--- src/rtl/wb_uart_pkg.sv ---
// Shared constants, FSM state type and helpers for the Wishbone UART transmitter.
package wb_uart_pkg;

  localparam int unsigned DIV_W = 16;

  localparam logic [3:0] OFS_TXDATA  = 4'h0;
  localparam logic [3:0] OFS_STATUS  = 4'h4;
  localparam logic [3:0] OFS_DIVISOR = 4'h8;
  localparam logic [3:0] OFS_RSVD    = 4'hC;

  localparam int unsigned STAT_FULL      = 0;
  localparam int unsigned STAT_EMPTY     = 1;
  localparam int unsigned STAT_BUSY      = 2;
  localparam int unsigned STAT_OVR       = 3;
  localparam int unsigned STAT_PARITY    = 4;
  localparam int unsigned STAT_LEVEL_LSB = 8;

  typedef enum logic [2:0] {
    S_IDLE,
    S_START,
    S_DATA,
    S_PARITY,
    S_STOP
  } tx_state_t;

  function automatic logic even_parity(input logic [7:0] b);
    return ^b;
  endfunction

endpackage

--- src/rtl/wb_uart_tx_if.sv ---
// Wishbone B4 pipelined bus bundle for the UART transmitter slave port.
interface wb_uart_tx_if;

  logic        wb_cyc_i;
  logic        wb_stb_i;
  logic        wb_we_i;
  logic [31:0] wb_adr_i;
  logic [3:0]  wb_sel_i;
  logic [31:0] wb_dat_i;
  logic [31:0] wb_dat_o;
  logic        wb_ack_o;
  logic        wb_err_o;
  logic        wb_stall_o;

  modport master (
    output wb_cyc_i, wb_stb_i, wb_we_i, wb_adr_i, wb_sel_i, wb_dat_i,
    input  wb_dat_o, wb_ack_o, wb_err_o, wb_stall_o
  );

  modport slave (
    input  wb_cyc_i, wb_stb_i, wb_we_i, wb_adr_i, wb_sel_i, wb_dat_i,
    output wb_dat_o, wb_ack_o, wb_err_o, wb_stall_o
  );

endinterface

--- src/rtl/wb_uart_tx_fifo.sv ---
// First-word-fall-through synchronous FIFO; a push while full only lands if a pop
// happens in the same cycle.
module wb_uart_fifo #(
  parameter int unsigned WIDTH = 8,
  parameter int unsigned DEPTH = 16
) (
  input  logic                     clk,
  input  logic                     rst_n,
  input  logic                     push,
  input  logic [WIDTH-1:0]         wdata,
  input  logic                     pop,
  output logic [WIDTH-1:0]         rdata,
  output logic                     full,
  output logic                     empty,
  output logic [$clog2(DEPTH):0]   level
);

  localparam int unsigned AW = $clog2(DEPTH);

  logic [WIDTH-1:0] mem [DEPTH];
  logic [AW-1:0]    wptr;
  logic [AW-1:0]    rptr;
  logic [AW:0]      count;
  logic             do_push;
  logic             do_pop;

  assign do_pop  = pop && !empty;
  assign do_push = push && (!full || do_pop);

  always_ff @(posedge clk or negedge rst_n) begin
    if (!rst_n) begin
      wptr  <= '0;
      rptr  <= '0;
      count <= '0;
    end else begin
      if (do_push) wptr <= wptr + 1'b1;
      if (do_pop)  rptr <= rptr + 1'b1;
      unique case ({do_push, do_pop})
        2'b10:   count <= count + 1'b1;
        2'b01:   count <= count - 1'b1;
        default: count <= count;
      endcase
    end
  end

  // Storage is not reset; the pointers alone define what is valid.
  always_ff @(posedge clk) begin
    if (do_push) mem[wptr] <= wdata;
  end

  assign rdata = mem[rptr];
  assign full  = (count == (AW+1)'(DEPTH));
  assign empty = (count == '0);
  assign level = count;

endmodule

--- src/rtl/wb_uart_tx.sv ---
// Wishbone B4 pipelined UART transmitter: FIFO-buffered byte stores serialised LSB first.
// Define WB_UART_TX_PARITY_EN to insert an even parity bit (8E1) instead of 8N1.
module wb_uart_tx
  import wb_uart_pkg::*;
#(
  parameter int unsigned DEPTH    = 16,
  parameter int unsigned CLK_FREQ = 100_000_000,
  parameter int unsigned BAUD     = 115_200
) (
  input  logic         clk,
  input  logic         rst_n,
  wb_uart_tx_if.slave  wb,
  output logic         txd
);

  localparam int unsigned      LW      = $clog2(DEPTH) + 1;
  localparam logic [DIV_W-1:0] DIV_RST = DIV_W'(CLK_FREQ / BAUD - 1);

  logic             req;
  logic [3:0]       ofs;
  logic             push;
  logic             ovr_clr;
  logic             div_wr;
  logic [DIV_W-1:0] divisor;
  logic             ovr;
  logic [31:0]      status;

  logic             fifo_pop;
  logic [7:0]       fifo_rdata;
  logic             fifo_full;
  logic             fifo_empty;
  logic [LW-1:0]    fifo_level;

  tx_state_t        state_q, state_d;
  logic [DIV_W-1:0] cnt_q, cnt_d;
  logic [2:0]       bit_q, bit_d;
  logic [7:0]       shift_q, shift_d;
  logic             par_q, par_d;
  logic             txd_d;
  logic             tick;

  logic unused_bus;
  assign unused_bus = ^{wb.wb_adr_i[31:4], wb.wb_adr_i[1:0], wb.wb_dat_i[31:16],
                        wb.wb_sel_i[3:2]};

  assign req     = wb.wb_cyc_i && wb.wb_stb_i;
  assign ofs     = {wb.wb_adr_i[3:2], 2'b00};
  assign push    = req && wb.wb_we_i && (ofs == OFS_TXDATA) && wb.wb_sel_i[0];
  assign ovr_clr = req && wb.wb_we_i && (ofs == OFS_STATUS) && wb.wb_sel_i[0]
                   && wb.wb_dat_i[STAT_OVR];
  assign div_wr  = req && wb.wb_we_i && (ofs == OFS_DIVISOR);

  assign wb.wb_stall_o = 1'b0;

  wb_uart_fifo #(
    .WIDTH (8),
    .DEPTH (DEPTH)
  ) u_fifo (
    .clk   (clk),
    .rst_n (rst_n),
    .push  (push),
    .wdata (wb.wb_dat_i[7:0]),
    .pop   (fifo_pop),
    .rdata (fifo_rdata),
    .full  (fifo_full),
    .empty (fifo_empty),
    .level (fifo_level)
  );

  always_comb begin
    status                             = '0;
    status[STAT_FULL]                  = fifo_full;
    status[STAT_EMPTY]                 = fifo_empty;
    status[STAT_BUSY]                  = (state_q != S_IDLE);
    status[STAT_OVR]                   = ovr;
`ifdef WB_UART_TX_PARITY_EN
    status[STAT_PARITY]                = 1'b1;
`else
    status[STAT_PARITY]                = 1'b0;
`endif
    status[STAT_LEVEL_LSB +: 8]        = 8'(fifo_level);
  end

  always_ff @(posedge clk or negedge rst_n) begin
    if (!rst_n) begin
      wb.wb_ack_o <= 1'b0;
      wb.wb_err_o <= 1'b0;
      wb.wb_dat_o <= '0;
    end else begin
      wb.wb_ack_o <= 1'b0;
      wb.wb_err_o <= 1'b0;
      wb.wb_dat_o <= '0;
      if (req) begin
        if (ofs == OFS_RSVD) begin
          wb.wb_err_o <= 1'b1;
        end else begin
          wb.wb_ack_o <= 1'b1;
          if (!wb.wb_we_i) begin
            unique case (ofs)
              OFS_STATUS:  wb.wb_dat_o <= status;
              OFS_DIVISOR: wb.wb_dat_o <= 32'(divisor);
              default:     wb.wb_dat_o <= '0;
            endcase
          end
        end
      end
    end
  end

  // A push that finds the FIFO full with no same-cycle pop is the only overrun case.
  always_ff @(posedge clk or negedge rst_n) begin
    if (!rst_n) begin
      divisor <= DIV_RST;
      ovr     <= 1'b0;
    end else begin
      if (div_wr && wb.wb_sel_i[0]) divisor[7:0]  <= wb.wb_dat_i[7:0];
      if (div_wr && wb.wb_sel_i[1]) divisor[15:8] <= wb.wb_dat_i[15:8];
      if (push && fifo_full && !fifo_pop) ovr <= 1'b1;
      else if (ovr_clr)                   ovr <= 1'b0;
    end
  end

  always_ff @(posedge clk or negedge rst_n) begin
    if (!rst_n) begin
      state_q <= S_IDLE;
      cnt_q   <= '0;
      bit_q   <= '0;
      shift_q <= '0;
      par_q   <= 1'b0;
      txd     <= 1'b1;
    end else begin
      state_q <= state_d;
      cnt_q   <= cnt_d;
      bit_q   <= bit_d;
      shift_q <= shift_d;
      par_q   <= par_d;
      txd     <= txd_d;
    end
  end

  assign tick = (cnt_q == '0);

  always_comb begin
    state_d  = state_q;
    cnt_d    = cnt_q;
    bit_d    = bit_q;
    shift_d  = shift_q;
    par_d    = par_q;
    fifo_pop = 1'b0;

    unique case (state_q)
      S_IDLE: begin
        if (!fifo_empty) begin
          fifo_pop = 1'b1;
          shift_d  = fifo_rdata;
          par_d    = even_parity(fifo_rdata);
          cnt_d    = divisor;
          state_d  = S_START;
        end
      end
      S_START: begin
        if (tick) begin
          cnt_d   = divisor;
          bit_d   = '0;
          state_d = S_DATA;
        end else begin
          cnt_d = cnt_q - 1'b1;
        end
      end
      S_DATA: begin
        if (tick) begin
          cnt_d = divisor;
          if (bit_q == 3'd7) begin
`ifdef WB_UART_TX_PARITY_EN
            state_d = S_PARITY;
`else
            state_d = S_STOP;
`endif
          end else begin
            bit_d   = bit_q + 3'd1;
            shift_d = shift_q >> 1;
          end
        end else begin
          cnt_d = cnt_q - 1'b1;
        end
      end
      S_PARITY: begin
        if (tick) begin
          cnt_d   = divisor;
          state_d = S_STOP;
        end else begin
          cnt_d = cnt_q - 1'b1;
        end
      end
      S_STOP: begin
        if (tick) begin
          if (!fifo_empty) begin
            fifo_pop = 1'b1;
            shift_d  = fifo_rdata;
            par_d    = even_parity(fifo_rdata);
            cnt_d    = divisor;
            state_d  = S_START;
          end else begin
            state_d = S_IDLE;
          end
        end else begin
          cnt_d = cnt_q - 1'b1;
        end
      end
      default: state_d = S_IDLE;
    endcase
  end

  // txd is registered from the next-state view so the line changes on the bit edge itself.
  always_comb begin
    txd_d = 1'b1;
    unique case (state_d)
      S_START:  txd_d = 1'b0;
      S_DATA:   txd_d = shift_d[0];
      S_PARITY: txd_d = par_d;
      default:  txd_d = 1'b1;
    endcase
  end

endmodule

--- src/flat_wrapper.sv ---
// flat-port wrapper written by rule: the top's interface ports become plain ports
module wb_uart_tx_flat import wb_uart_pkg::*;
#(
  parameter int unsigned DEPTH    = 16,
  parameter int unsigned CLK_FREQ = 100_000_000,
  parameter int unsigned BAUD     = 115_200
)
  (clk, rst_n, txd, wb_wb_cyc_i, wb_wb_stb_i, wb_wb_we_i, wb_wb_adr_i, wb_wb_sel_i, wb_wb_dat_i, wb_wb_dat_o, wb_wb_ack_o, wb_wb_err_o, wb_wb_stall_o);
  wb_uart_tx_if wb_i ();
  input  logic clk;
  input  logic rst_n;
  output logic txd;
  input wire logic [$bits(wb_i.wb_cyc_i)-1:0] wb_wb_cyc_i;
  input wire logic [$bits(wb_i.wb_stb_i)-1:0] wb_wb_stb_i;
  input wire logic [$bits(wb_i.wb_we_i)-1:0] wb_wb_we_i;
  input wire logic [$bits(wb_i.wb_adr_i)-1:0] wb_wb_adr_i;
  input wire logic [$bits(wb_i.wb_sel_i)-1:0] wb_wb_sel_i;
  input wire logic [$bits(wb_i.wb_dat_i)-1:0] wb_wb_dat_i;
  output wire logic [$bits(wb_i.wb_dat_o)-1:0] wb_wb_dat_o;
  output wire logic [$bits(wb_i.wb_ack_o)-1:0] wb_wb_ack_o;
  output wire logic [$bits(wb_i.wb_err_o)-1:0] wb_wb_err_o;
  output wire logic [$bits(wb_i.wb_stall_o)-1:0] wb_wb_stall_o;
  assign wb_i.wb_cyc_i = wb_wb_cyc_i;
  assign wb_i.wb_stb_i = wb_wb_stb_i;
  assign wb_i.wb_we_i = wb_wb_we_i;
  assign wb_i.wb_adr_i = wb_wb_adr_i;
  assign wb_i.wb_sel_i = wb_wb_sel_i;
  assign wb_i.wb_dat_i = wb_wb_dat_i;
  assign wb_wb_dat_o = wb_i.wb_dat_o;
  assign wb_wb_ack_o = wb_i.wb_ack_o;
  assign wb_wb_err_o = wb_i.wb_err_o;
  assign wb_wb_stall_o = wb_i.wb_stall_o;
  wb_uart_tx #(.DEPTH(DEPTH), .CLK_FREQ(CLK_FREQ), .BAUD(BAUD)) u_core (.clk(clk), .rst_n(rst_n), .wb(wb_i), .txd(txd));
endmodule
--- config.mk ---
export PLATFORM = sky130hd
export DESIGN_NAME = wb_uart_tx_flat
export DESIGN_NICKNAME = d
export VERILOG_FILES = /design/src/rtl/wb_uart_pkg.sv /design/src/rtl/wb_uart_tx_if.sv /design/src/rtl/wb_uart_tx_fifo.sv /design/src/rtl/wb_uart_tx.sv /design/src/flat_wrapper.sv
export SDC_FILE = /design/constraint.sdc
export NUM_CORES = 1
export LEC_CHECK = 0
export CAP_MARGIN = 5
export CORE_MARGIN = 10
export CORE_UTILIZATION = 57
export DETAILED_ROUTE_END_ITERATION = 8
export GPL_TIMING_DRIVEN = 0
export PLACE_DENSITY = 0.8
export REMOVE_ABC_BUFFERS = 1
export SLEW_MARGIN = 30
export SYNTH_ARGS = -nofsm -noshare
export SYNTH_HDL_FRONTEND = slang
export SYNTH_HIERARCHICAL = 1
export SYNTH_SLANG_ARGS = --single-unit
--- constraint.sdc ---
create_clock -name clk -period 4.6 [get_ports clk]
set_clock_uncertainty 0.15 [all_clocks]
set_input_delay 0.92 -clock clk [delete_from_list [all_inputs] [get_ports clk]]
set_output_delay 0.92 -clock clk [all_outputs]
set_load 0.05 [all_outputs]
==> Word-level counts from Yosys, hierarchy flattened <==
Memories as Yosys holds them, arrays and structs flattened.
Index checks and enable logic that the tools add are counted.
{ "classes": {"n_addsub": 6, "eq_ne": 18, "n_reduce_logical": 32, "mux": 41} }
{ "op_table": {"columns": ["operator", "n"], "rows": [
  ["$mux 32", 3],
  ["$mux 16", 3],
  ["$pmux 16 s3", 1],
  ["$mux 8", 4],
  ["$pmux 16 s2", 1],
  ["$mux 3", 9],
  ["$pmux 8 s3", 1],
  ["$logic_not 16->1", 1],
  ["$sub 16x1->16 const B", 1],
  ["$pmux 3 s5", 1],
  ["$logic_and 1x1->1", 14],
  ["$mux 1", 13],
  ["$eq 3x2->1 const B", 4],
  ["$pmux 5 s2", 1],
  ["$reduce_bool 3->1", 3],
  ["$add 4x1->4 const B", 2],
  ["$reduce_and 4->1", 2],
  ["$reduce_xor 8->1", 1],
  ["$eq 2x2->1 const B", 3],
  ["$eq 3x1->1 const B", 2],
  ["$eq 3x3->1 const B", 2],
  ["$ne 2x1->1 const B", 3],
  ["$pmux 3 s2", 1],
  ["$reduce_bool 2->1", 3],
  ["other kinds (14)", 18]
]} }
{ "totals": {"output_inout_bits": 36, "inputBits": 73, "ramBits": 128, "mem_count": 1, "regBits": 96, "wordCells": 114} }
{ "memory_table": {"columns": ["memory", "depth", "word_bits", "rd", "rd_ports_with_merged_regs", "write_ports", "line", "source"], "rows": [
  ["u_core.u_fifo.mem", 16, 8, 1, 0, 1, "wb_uart_tx_fifo.sv:20", "logic [WIDTH-1:0] mem [DEPTH];"]
]} }

==> Depth between registers and ports, before layout <==
Gate-level depths: netlist (run 1).
{ "depth": {"depth_word": 9, "ltp_mapped": 15} }

==> Cells and area by module <==
Netlist (run 1), hierarchy kept.
{ "by_module_without_submodules": {"columns": ["mod", "area_each_um2", "cells_per_inst", "n_inst"], "rows": [
  ["wb_uart_fifo", 5835.6, 306, 1],
  ["wb_uart_tx", 4177.8, 438, 1]
]} }

==> Worst setup path after synthesis (run 1) <==
Ideal clock, no wire load.
{ "synth_path": {"path_kind": "register to register", "start": "register u_core.cnt_q[0]", "end": "register u_core.u_fifo.count[4], in the netlist u_core/u_fifo/level[4]", "t_arrival_ps": 3390, "slack_ps": 973, "t_required_ps": 4363, "synth_period_minus_slack_ps": 3627, "path_stages_with_launch": 15, "path_buffers": 0, "setup_ps": 87, "cell_sequence": "dfrtp_1 > inv_1 > ha_1 > nor4b_2 > nand2_2 > nor2_2 > nor2_1 > nor2_1 > o21ai_4 > or2_2 > fa_1 > nand2b_1 > a211o_1 > o31a_1 > o211ai_1"} }
{ "synth_between": {"elab_chain_cells": 8, "elab_cells_between_ends": 10, "classes_between": "2 x eq/ne; 3 x mux; 5 x reduce/logical"} }
{ "synth_rtl": {"columns": ["item", "line", "source"], "rows": [
  ["start: declaration", "wb_uart_tx.sv:35", "logic [DIV_W-1:0] cnt_q, cnt_d;"],
  ["start signal: assignment", "wb_uart_tx.sv:133", "cnt_q <= cnt_d;"],
  ["$logic_not 16->1 (*)", "wb_uart_tx.sv:141", "assign tick = (cnt_q == '0);"],
  ["$mux 1 (*)", "wb_uart_tx.sv:196", "if (tick) begin"],
  ["$pmux 1 s2 (*)", "wb_uart_tx.sv:151", "unique case (state_q)"],
  ["named net u_core.fifo_pop", "wb_uart_tx.sv:28", "logic fifo_pop;"],
  ["$logic_and 1x1->1 (*)", "wb_uart_tx_fifo.sv:27", "assign do_pop = pop && !empty;"],
  ["$logic_or 1x1->1", "wb_uart_tx_fifo.sv:28", "assign do_push = push && (!full || do_pop);"],
  ["$logic_and 1x1->1", "wb_uart_tx_fifo.sv:28", null],
  ["$eq 2x1->1 or $eq 2x2->1 (tied branches)", "wb_uart_tx_fifo.sv:38", "unique case ({do_push, do_pop})"],
  ["$pmux 5 s2 or $reduce_bool 2->1 (tied branches)", null, null],
  ["end signal: assignment", "wb_uart_tx_fifo.sv:39", "2'b10: count <= count + 1'b1;"],
  ["end signal: assignment", "wb_uart_tx_fifo.sv:40", "2'b01: count <= count - 1'b1;"],
  ["end signal: assignment", "wb_uart_tx_fifo.sv:41", "default: count <= count;"],
  ["end: declaration", "wb_uart_tx_fifo.sv:23", "logic [AW:0] count;"]
]} }
Mark *: on every way through the listed nets, which the timed path passes. The rest lies on a longest branch.
A chain may end at the register's enable or synchronous reset.

==> Worst setup path in the final report (run 1) <==
Ends and elaborated chain as after synthesis.

==> results of run 1 <==
[state kept, by name (all words and copies together) (netlist names)]
signal	count
u_core/bit_q	3
u_core/cnt_q	16
u_core/divisor	16
u_core/ovr	1
u_core/par_q	1
u_core/shift_q	8
u_core/state_q	3
u_core/txd	1
u_core/u_fifo/level	5
u_core/u_fifo/mem	128
u_core/u_fifo/rptr	4
u_core/u_fifo/wptr	4
u_core/wb.wb_ack_o	1
u_core/wb.wb_dat_o	16
u_core/wb.wb_err_o	1
[per-layer routing]
metal  GRT usage [%]  vias to the layer above  share of wire (%)
met4            6.09                        0                2.8
met1            25.6                     3284                 40
met5               0                        -                  0
met2            34.0                      295                 51
met3            3.08                       52                6.3
li1                -                     2880                  -
[worst reg2reg max path: stages (launching register included)]
cell and delay (ns):
dfrtp_1 0.41, inv_1 0.12, ha_1 0.22, nor4b_2 0.42, nand2_2 0.26, nor2_4 0.33, nor2_1 0.22, nor2_4 0.40
o21ai_4 0.15, or2_2 0.32, fa_1 0.39, nand2b_1 0.19, a211o_1 0.28, o31a_1 0.12, o211ai_1 0.18
[cell type report]
type | count | area, sq um
multi-input combinational | 475 | 3840
inverter | 21 | 78.8
timing repair buffer | 46 | 478
tap | 225 | 282
clock inverter | 13 | 243
fill | 1185 | 5880
clock buffer | 27 | 579
sequential | 208 | 5860
[timing repair]
action / 4_1_cts / 5_1_grt
resized for setup: 0 / 2
setup endpoints to repair: 0 / 131
endpoints found under the hold margin: 0 / 0
[how the worst min path moves through the flow]
stage / startpoint / depth (start not counted) / end / slack [ns]
3_5_place_dp: u_core/u_fifo/wptr[3] / 1 / u_core/u_fifo/wptr[3] / 0.35
2_1_floorplan: u_core/ovr / 2 / u_core/ovr / 0.30
4_1_cts: rst_n / 1 / u_core/cnt_q[10] / 0.15
3_3_place_gp: u_core/ovr / 2 / u_core/ovr / 0.32
6_report: rst_n / 1 / u_core/wb.wb_dat_o[6] / 0.14
5_1_grt: rst_n / 1 / u_core/wb.wb_dat_o[6] / 0.15
[layout by cell type (no fill, tap or decap), drive strengths merged, types with 9 or more instances in the layout]
cell type and count:
nand2 50, nor2 60, dfrtp 73, inv 21
o21ai 31, mux2 17, and2 11, edfxtp 128
clkdlybuf4s50 42, xnor2 20, a22oi 26, nand3 18
ha 16, nor3 17, nand2b 9, and3 11
mux4 32, clkbuf 27, conb 17, a21oi 16
[report_power, final]
part / switching (mW) / internal (mW)
logic: 1.03 / 0.884
clock network: 0.727 / 1.24
registers: 0.401 / 2.18
total: 2.15 / 4.31
[stage by stage]
stage	power, mW	setup WS (ns)
2_1_floorplan	3.92	0.973
3_3_place_gp	4.39	-0.452
3_5_place_dp	4.48	0.0939
4_1_cts	6.46	0.0213
5_1_grt	6.76	0.200
6_report	6.46	0.367
[kinds of logic after synthesis]
kind of cell	Yosys count	synth area share, %
flip-flops	208	58.5
buffers and inverters	77	4.25
other	1	0.0374
AND/OR/NAND/NOR	209	11.3
adder cells (fa/ha/maj)	20	2.51
AO/OA/AOI/OAI	149	11.2
multiplexers	56	10.2
XOR/XNOR	24	2.10
==> results by group, run 1 <==
Final layout
  – Final net count: 864
  – P&R area growth vs syn: 13.5%
  – Cell Count, Final, Fillers Out: 1015
  – Share of cells above drive strength 1: 15.4%
  – Design Area, Final: 11400 sq um
  – N_diodes: 0
  – Post-Route Utilization: 65.9%

Floorplanning
  – Die Y: 153 um
  – Site Rows: 48
  – DIE AREA: 23300 sq um
  – CORE AREA: 17200 sq um
  – Starting Density: 58.1%
  – Ports: 109
  – Die width: 153 um

Logic synthesis
  – Most instantiated cells after synthesis: 128 x edfxtp_1, 73 x dfrtp_1, 58 x nor2_1
  – Synth async-reset ratio: 38.5%
  – Synth top area cells: edfxtp_1 38%, dfrtp_1 18%, mux4_2 4.7%
  – Number of flops mapped to enable cells by yosys: 128
  – FF+latch count, synth: 208
  – Synthesized instance count: 744
  – Synth Flop Type: edfxtp_1
  – Syn avg cell area: 13.5 sq um
  – Top-count cell post-synth: edfxtp_1
  – Share of the synthesized area in the top cell type: 38.4%
  – Dominant cell type by area after synthesis: edfxtp_1
  – Post-Syn Area: 10000 sq um
  – Post-synthesis sequential area ratio: 58.5%
  – Yosys warning count: 6
  – Distinct cells, synth: 86

Worst setup path
  – CP endpoint kind: register
  – R2R setup slack: 0.37 ns
  – R2r endpoint: u_core/u_fifo/level[4]
  – Cell family with most CP delay: simple AND/OR/NAND/NOR gates
  – CP Launch Type: register
  – CP max FO: 11
  – Most frequent CP cell: nor2_4
  – Critical Path Slowest Stage Cell: nor4b_2
  – Reg2reg start: u_core/cnt_q[0]
  – R2R depth: 14
  – Worst EP required: 4.89 ns
  – Stages on worst setup path: 14
  – Critical Path AT: 4.52 ns
  – Crit path largest cell delay: 0.42 ns
  – Worst Setup EP: u_core/u_fifo/level[4]
  – Buffers plus inverters on the worst setup path: 1
  – CP startpoint: u_core/cnt_q[0]
  – Worst Path Class, Setup: register to register
  – Cell Chain, Critical Path: inv_1 > ha_1 > nor4b_2 > nand2_2 > nor2_4 > nor2_1 > nor2_4 > o21ai_4 > or2_2 > fa_1 > nand2b_1 > a211o_1 > o31a_1 > o211ai_1

Flow run
  – # Max-Cap Violations: 0

Timing
  – Slew Viols, Final: 0
  – Worst hold slack: 0.143 ns
  – Final period util: 92.0%
  – Final hold vios: 0
  – Fmax: 236 MHz
  – Relative slew margins: 37.4%
  – Fin Setup TNS: 0 ns
  – Final worst path period need: 4.23 ns
  – Final setup vio count: 0
  – Tightest Pin Transition: 0.932 ns
  – RSZ-0062 raised after global routing: false

Routing
  – Average via count per standard cell: 6.41
  – DRT iter0 DRCs: 642
  – Routed via count: 6511
  – Avg WL per Cell: 23.6 um
  – WL final: 23900 um
  – # DRC: 0
  – Antenna-violating nets left: 0
  – DR pass1 iterations: 5

Placed design
  – Final GP Congestion: 0.935
  – Inst Count DP: 975
  – Placed cell areas: 10500 sq um
  – Post-DP HPWL: 16200 um
  – Port-buffer cells: 43

Global route
  – Largest net degree at the start of global routing: 50
  – First-pass GRT wire length: 37900 um
  – Initial antenna violation count: 0
  – Number of global-route vias before repair: 6571
  – Total track usage: 19.9%
  – Gr ovfl total: 0

CTS
  – CTS Buf Count: 22
  – Root buffer cell: clkbuf_16
  – # clock sinks: 208
  – Max Root-Sink Buffers: 3
  – Reg clk slew, reported paths: 0.06 ns
  – H-tree depth: 1
  – Setup bufs post-CTS: 0
  – Clock Latency Late Sink: 0.52 ns
  – Hold buffer count at CTS: 0
  – CTS tree: done

Power
  – Pwr Density: 569 nW/um^2
  – VDD IR max: 474 uV
  – Leakage: 4.19 nW

Hold path
  – Min-delay worst type: input pin to async pin

Run status
  – Status: completed
(Power assumes the default switching activity.)
==> run 2, diff against run 1 <==
Settings changed: ABC_AREA from default to 1, CORE_UTILIZATION 57 to 35, PLACE_DENSITY 0.8 to default.
==> run 2 against run 1 <==
  * Synthesized cell count is 45% higher
  * Cell area up 2.2%
  * Non-clock buffer count stayed put
  * Clock power down 9.6%
  * Largest cell class unchanged
  * Critical endpoint is now u_core/txd
  * Utilization down 25 points
  * Wire length is 1.0% higher
  * Power shrank 31%
  * Maximum frequency rose by 22%
==> results by group, run 2 <==
Run status
  – Status: completed (unchanged)

Worst setup path
  – CP endpoint kind: register (unchanged)
  – R2r endpoint: u_core/txd (was u_core/u_fifo/level[4])
  – CP Launch Type: register (unchanged)
  – R2R depth: 14 (unchanged)
  – Critical Path AT: 3.78 ns (was 4.52 ns)
  – Worst Path Class, Setup: register to register (unchanged)
  – R2R setup slack: 1.12 ns (was 0.37 ns)
  – CP max FO: 18 (was 11)
  – Most frequent CP cell: nand2_1 (was nor2_4)
  – Critical Path Slowest Stage Cell: dfrtp_1 (was nor4b_2)
  – Reg2reg start: u_core/u_fifo/rptr[2] (was u_core/cnt_q[0])
  – Crit path largest cell delay: 0.85 ns (was 0.42 ns)
  – Cell Chain, Critical Path: clkinv_1 > o211ai_1 > nand3_1 > nand2_1 > inv_1 > nand2_1 > nand2_1 > nand2_1 > nand2_1 > nand2_1 > nand3_1 > nand2_1 > nand3_1 > nand3_1 (was inv_1 > ha_1 > nor4b_2 > nand2_2 > nor2_4 > nor2_1 > nor2_4 > o21ai_4 > or2_2 > fa_1 > nand2b_1 > a211o_1 > o31a_1 > o211ai_1)
  – Worst EP required: 4.90 ns (was 4.89 ns)

Final layout
  – Share of cells above drive strength 1: 8.26% (was 15.4%)
  – N_diodes: 0 (unchanged)
  – Most common cell after layout, fill and taps aside: nand2_1 (was edfxtp_1)
  – Final net count: 1199 (was 864)
  – Cell Count, Final, Fillers Out: 1510 (was 1015)
  – P&R area growth vs syn: 13.9% (was 13.5%)
  – Register Area: 5860 sq um (about the same)
  – Post-Route Utilization: 40.5% (was 65.9%)
  – Fillers: 2808 (was 1185)
  – Largest register FFs: 128 (unchanged)
  – Most frequent cells in the layout: 207 x nand2_1, 182 x nor2_1, 128 x edfxtp_1 (was 128 x edfxtp_1, 70 x dfrtp_1, 56 x nor2_1)
  – Most flop-heavy register: u_core/u_fifo/mem (unchanged)
  – Multi-input logic area: 3730 sq um (was 3840 sq um)

Routing
  – WL final: 24200 um (was 23900 um)
  – # DRC: 0 (unchanged)
  – DRT iter0 DRCs: 518 (was 642)
  – Average via count per standard cell: 4.94 (was 6.41)
  – DR pass1 iterations: 5 (unchanged)
  – Avg WL per Cell: 16.0 um (was 23.6 um)
  – Routed via count: 7462 (was 6511)
  – Antenna-violating nets left: 0 (unchanged)

CTS
  – CTS tree: done (unchanged)
  – H-tree depth: 1 (unchanged)
  – Reg clk slew, reported paths: 0.06 ns (about the same)
  – Hold buffer count at CTS: 0 (unchanged)
  – Clock Latency Late Sink: 0.53 ns (was 0.52 ns)
  – Root buffer cell: clkbuf_16 (unchanged)
  – Cts repair resizes: 0 (unchanged)
  – Max Root-Sink Buffers: 3 (unchanged)
  – CTS Buf Count: 23 (was 22)
  – Setup bufs post-CTS: 0 (unchanged)
  – # clock sinks: 208 (unchanged)

Power
  – Int Power: 3.29 mW (was 4.31 mW)
  – Seq pwr share: 49.8% (was 40.0%)
  – Net Switching: 1.14 mW (was 2.15 mW)
  – Pwr Density: 382 nW/um^2 (was 569 nW/um^2)
  – Clock group share of total power: 40.2% (was 30.5%)
  – Comb power frac: 10.1% (was 29.6%)
  – Switching share of power: 25.8% (was 33.3%)
  – VDD IR max: 318 uV (was 474 uV)
  – Leakage: 4.65 nW (was 4.19 nW)

Logic synthesis
  – Distinct cells, synth: 45 (was 86)
  – Post-synthesis sequential area ratio: 57.4% (was 58.5%)
  – Post-Syn Area: 10200 sq um (was 10000 sq um)
  – Dominant cell type by area after synthesis: edfxtp_1 (unchanged)
  – Synth Flop Type: edfxtp_1 (unchanged)
  – Top-count cell post-synth: nand2_1 (was edfxtp_1)
  – Number of flops mapped to enable cells by yosys: 128 (unchanged)
  – Synth async-reset ratio: 38.5% (unchanged)
  – Yosys warning count: 6 (unchanged)
  – Share of the synthesized area in the top cell type: 37.7% (was 38.4%)
  – Most instantiated cells after synthesis: 207 x nand2_1, 182 x nor2_1, 128 x edfxtp_1 (was 128 x edfxtp_1, 73 x dfrtp_1, 58 x nor2_1)
  – Synth top area cells: edfxtp_1 38%, dfrtp_1 18%, nand2_1 7.6% (was edfxtp_1 38%, dfrtp_1 18%, mux4_2 4.7%)
  – Synthesized instance count: 1078 (was 744)
  – FF+latch count, synth: 208 (unchanged)
  – Syn avg cell area: 9.46 sq um (was 13.5 sq um)

Floorplanning
  – Die Y: 191 um (was 153 um)
  – Site Rows: 62 (was 48)
  – Ports: 109 (unchanged)
  – DIE AREA: 36400 sq um (was 23300 sq um)
  – CORE AREA: 28700 sq um (was 17200 sq um)
  – Die width: 191 um (was 153 um)
  – Starting Density: 35.5% (was 58.1%)

Global route
  – Initial antenna violation count: 0 (unchanged)
  – Number of global-route vias before repair: 7149 (was 6571)
  – Gr ovfl total: 0 (unchanged)
  – Largest net degree at the start of global routing: 59 (was 50)
  – Total track usage: 13.1% (was 19.9%)
  – First-pass GRT wire length: 38700 um (was 37900 um)

Timing
  – RSZ-0062 raised after global routing: false (unchanged)
  – Final worst path period need: 3.48 ns (was 4.23 ns)
  – Final hold vios: 0 (unchanged)
  – Worst hold slack: 0.114 ns (was 0.143 ns)
  – Fin Setup TNS: 0 ns (unchanged)
  – Slew Viols, Final: 0 (unchanged)
  – Final setup vio count: 0 (unchanged)
  – Fmax: 288 MHz (was 236 MHz)
  – Relative slew margins: 36.2% (was 37.4%)
  – Tightest Pin Transition: 0.953 ns (was 0.932 ns)
  – Final period util: 75.6% (was 92.0%)

Hold path
  – Min-delay worst type: input pin to async pin (unchanged)

Flow run
  – # Max-Cap Violations: 0 (unchanged)

Placed design
  – Port-buffer cells: 43 (unchanged)
  – Final GP Congestion: 0.826 (was 0.935)
  – Inst Count DP: 1468 (was 975)
  – Post-DP HPWL: 16000 um (was 16200 um)
run 2: how the worst max path moves through the flow:
| stage | from | end | cells after the start |
|---|---|---|---|
| floorplan | u_core/u_fifo/rptr[0] | u_core/txd | 17 |
| detailed placement | wb_wb_stb_i | u_core/u_fifo/mem[5][1] | 9 |
| global placement | rst_n | u_core/u_fifo/level[0] | 1 |
| finish | u_core/u_fifo/rptr[2] | u_core/txd | 14 |
| CTS | u_core/u_fifo/rptr[2] | u_core/txd | 14 |
| global route | u_core/u_fifo/rptr[2] | u_core/txd | 14 |
run 2: final cells by class:
cell class / count / share of cell area [%]
inverter: 83 / 2.73
sequential: 208 / 50.4
clock buffer: 27 / 5.08
clock inverter: 15 / 1.16
multi-input combinational: 747 / 32.1
timing repair buffer: 46 / 4.36
tap: 384 / 4.14
run 2: cells by family after synthesis:
group                      after synthesis  share of synthesized area, %
buffers and inverters                  139                          6.61
DFF                                    208                          57.4
and+or+nand+nor                        494                          21.1
AOI/OAI and AO/OA                      202                          11.1
adders and majority gates               17                          2.16
other                                    1                        0.0368
xor gates and xnor gates                16                          1.45
muxes                                    1                         0.110
run 2: stage by stage:
step / power [mW] / setup WS, ns / cell area (sq um)
finish: 4.44 / 1.12 / 11600
global placement: 2.67 / -0.655 / 10800
CTS: 4.48 / 1.15 / 11600
detailed placement: 2.69 / 0.897 / 10900
global route: 4.65 / 0.901 / 11600
floorplan: 2.54 / 1.53 / 9900
run 2: routing by layer:
metal,track usage [%],share of wire [%],vias to the layer above
met2,21.1,47,167
met3,2.16,5.7,30
met4,4.06,1.9,0
li1,-,-,3644
met1,17.6,45,3621
met5,0,0,-
run 2: power by group through the flow:
stage                     Sequential, mW  Clock (mW)  Combinational, mW
after floorplan                     2.22           0              0.323
after detailed placement            2.24           0              0.447
after global routing                2.22        1.91              0.513
after global placement              2.24           0              0.435
after CTS                           2.21        1.82              0.450
final                               2.21        1.78              0.447
run 2: worst max-delay path, delay by kind of cell (launching register included):
family                 cells  cell delay [ns]
AND/OR/NAND/NOR           11             1.01
buffers and inverters      2             0.87
flip-flops                 1             0.85
AO/OA/AOI/OAI              1             0.51
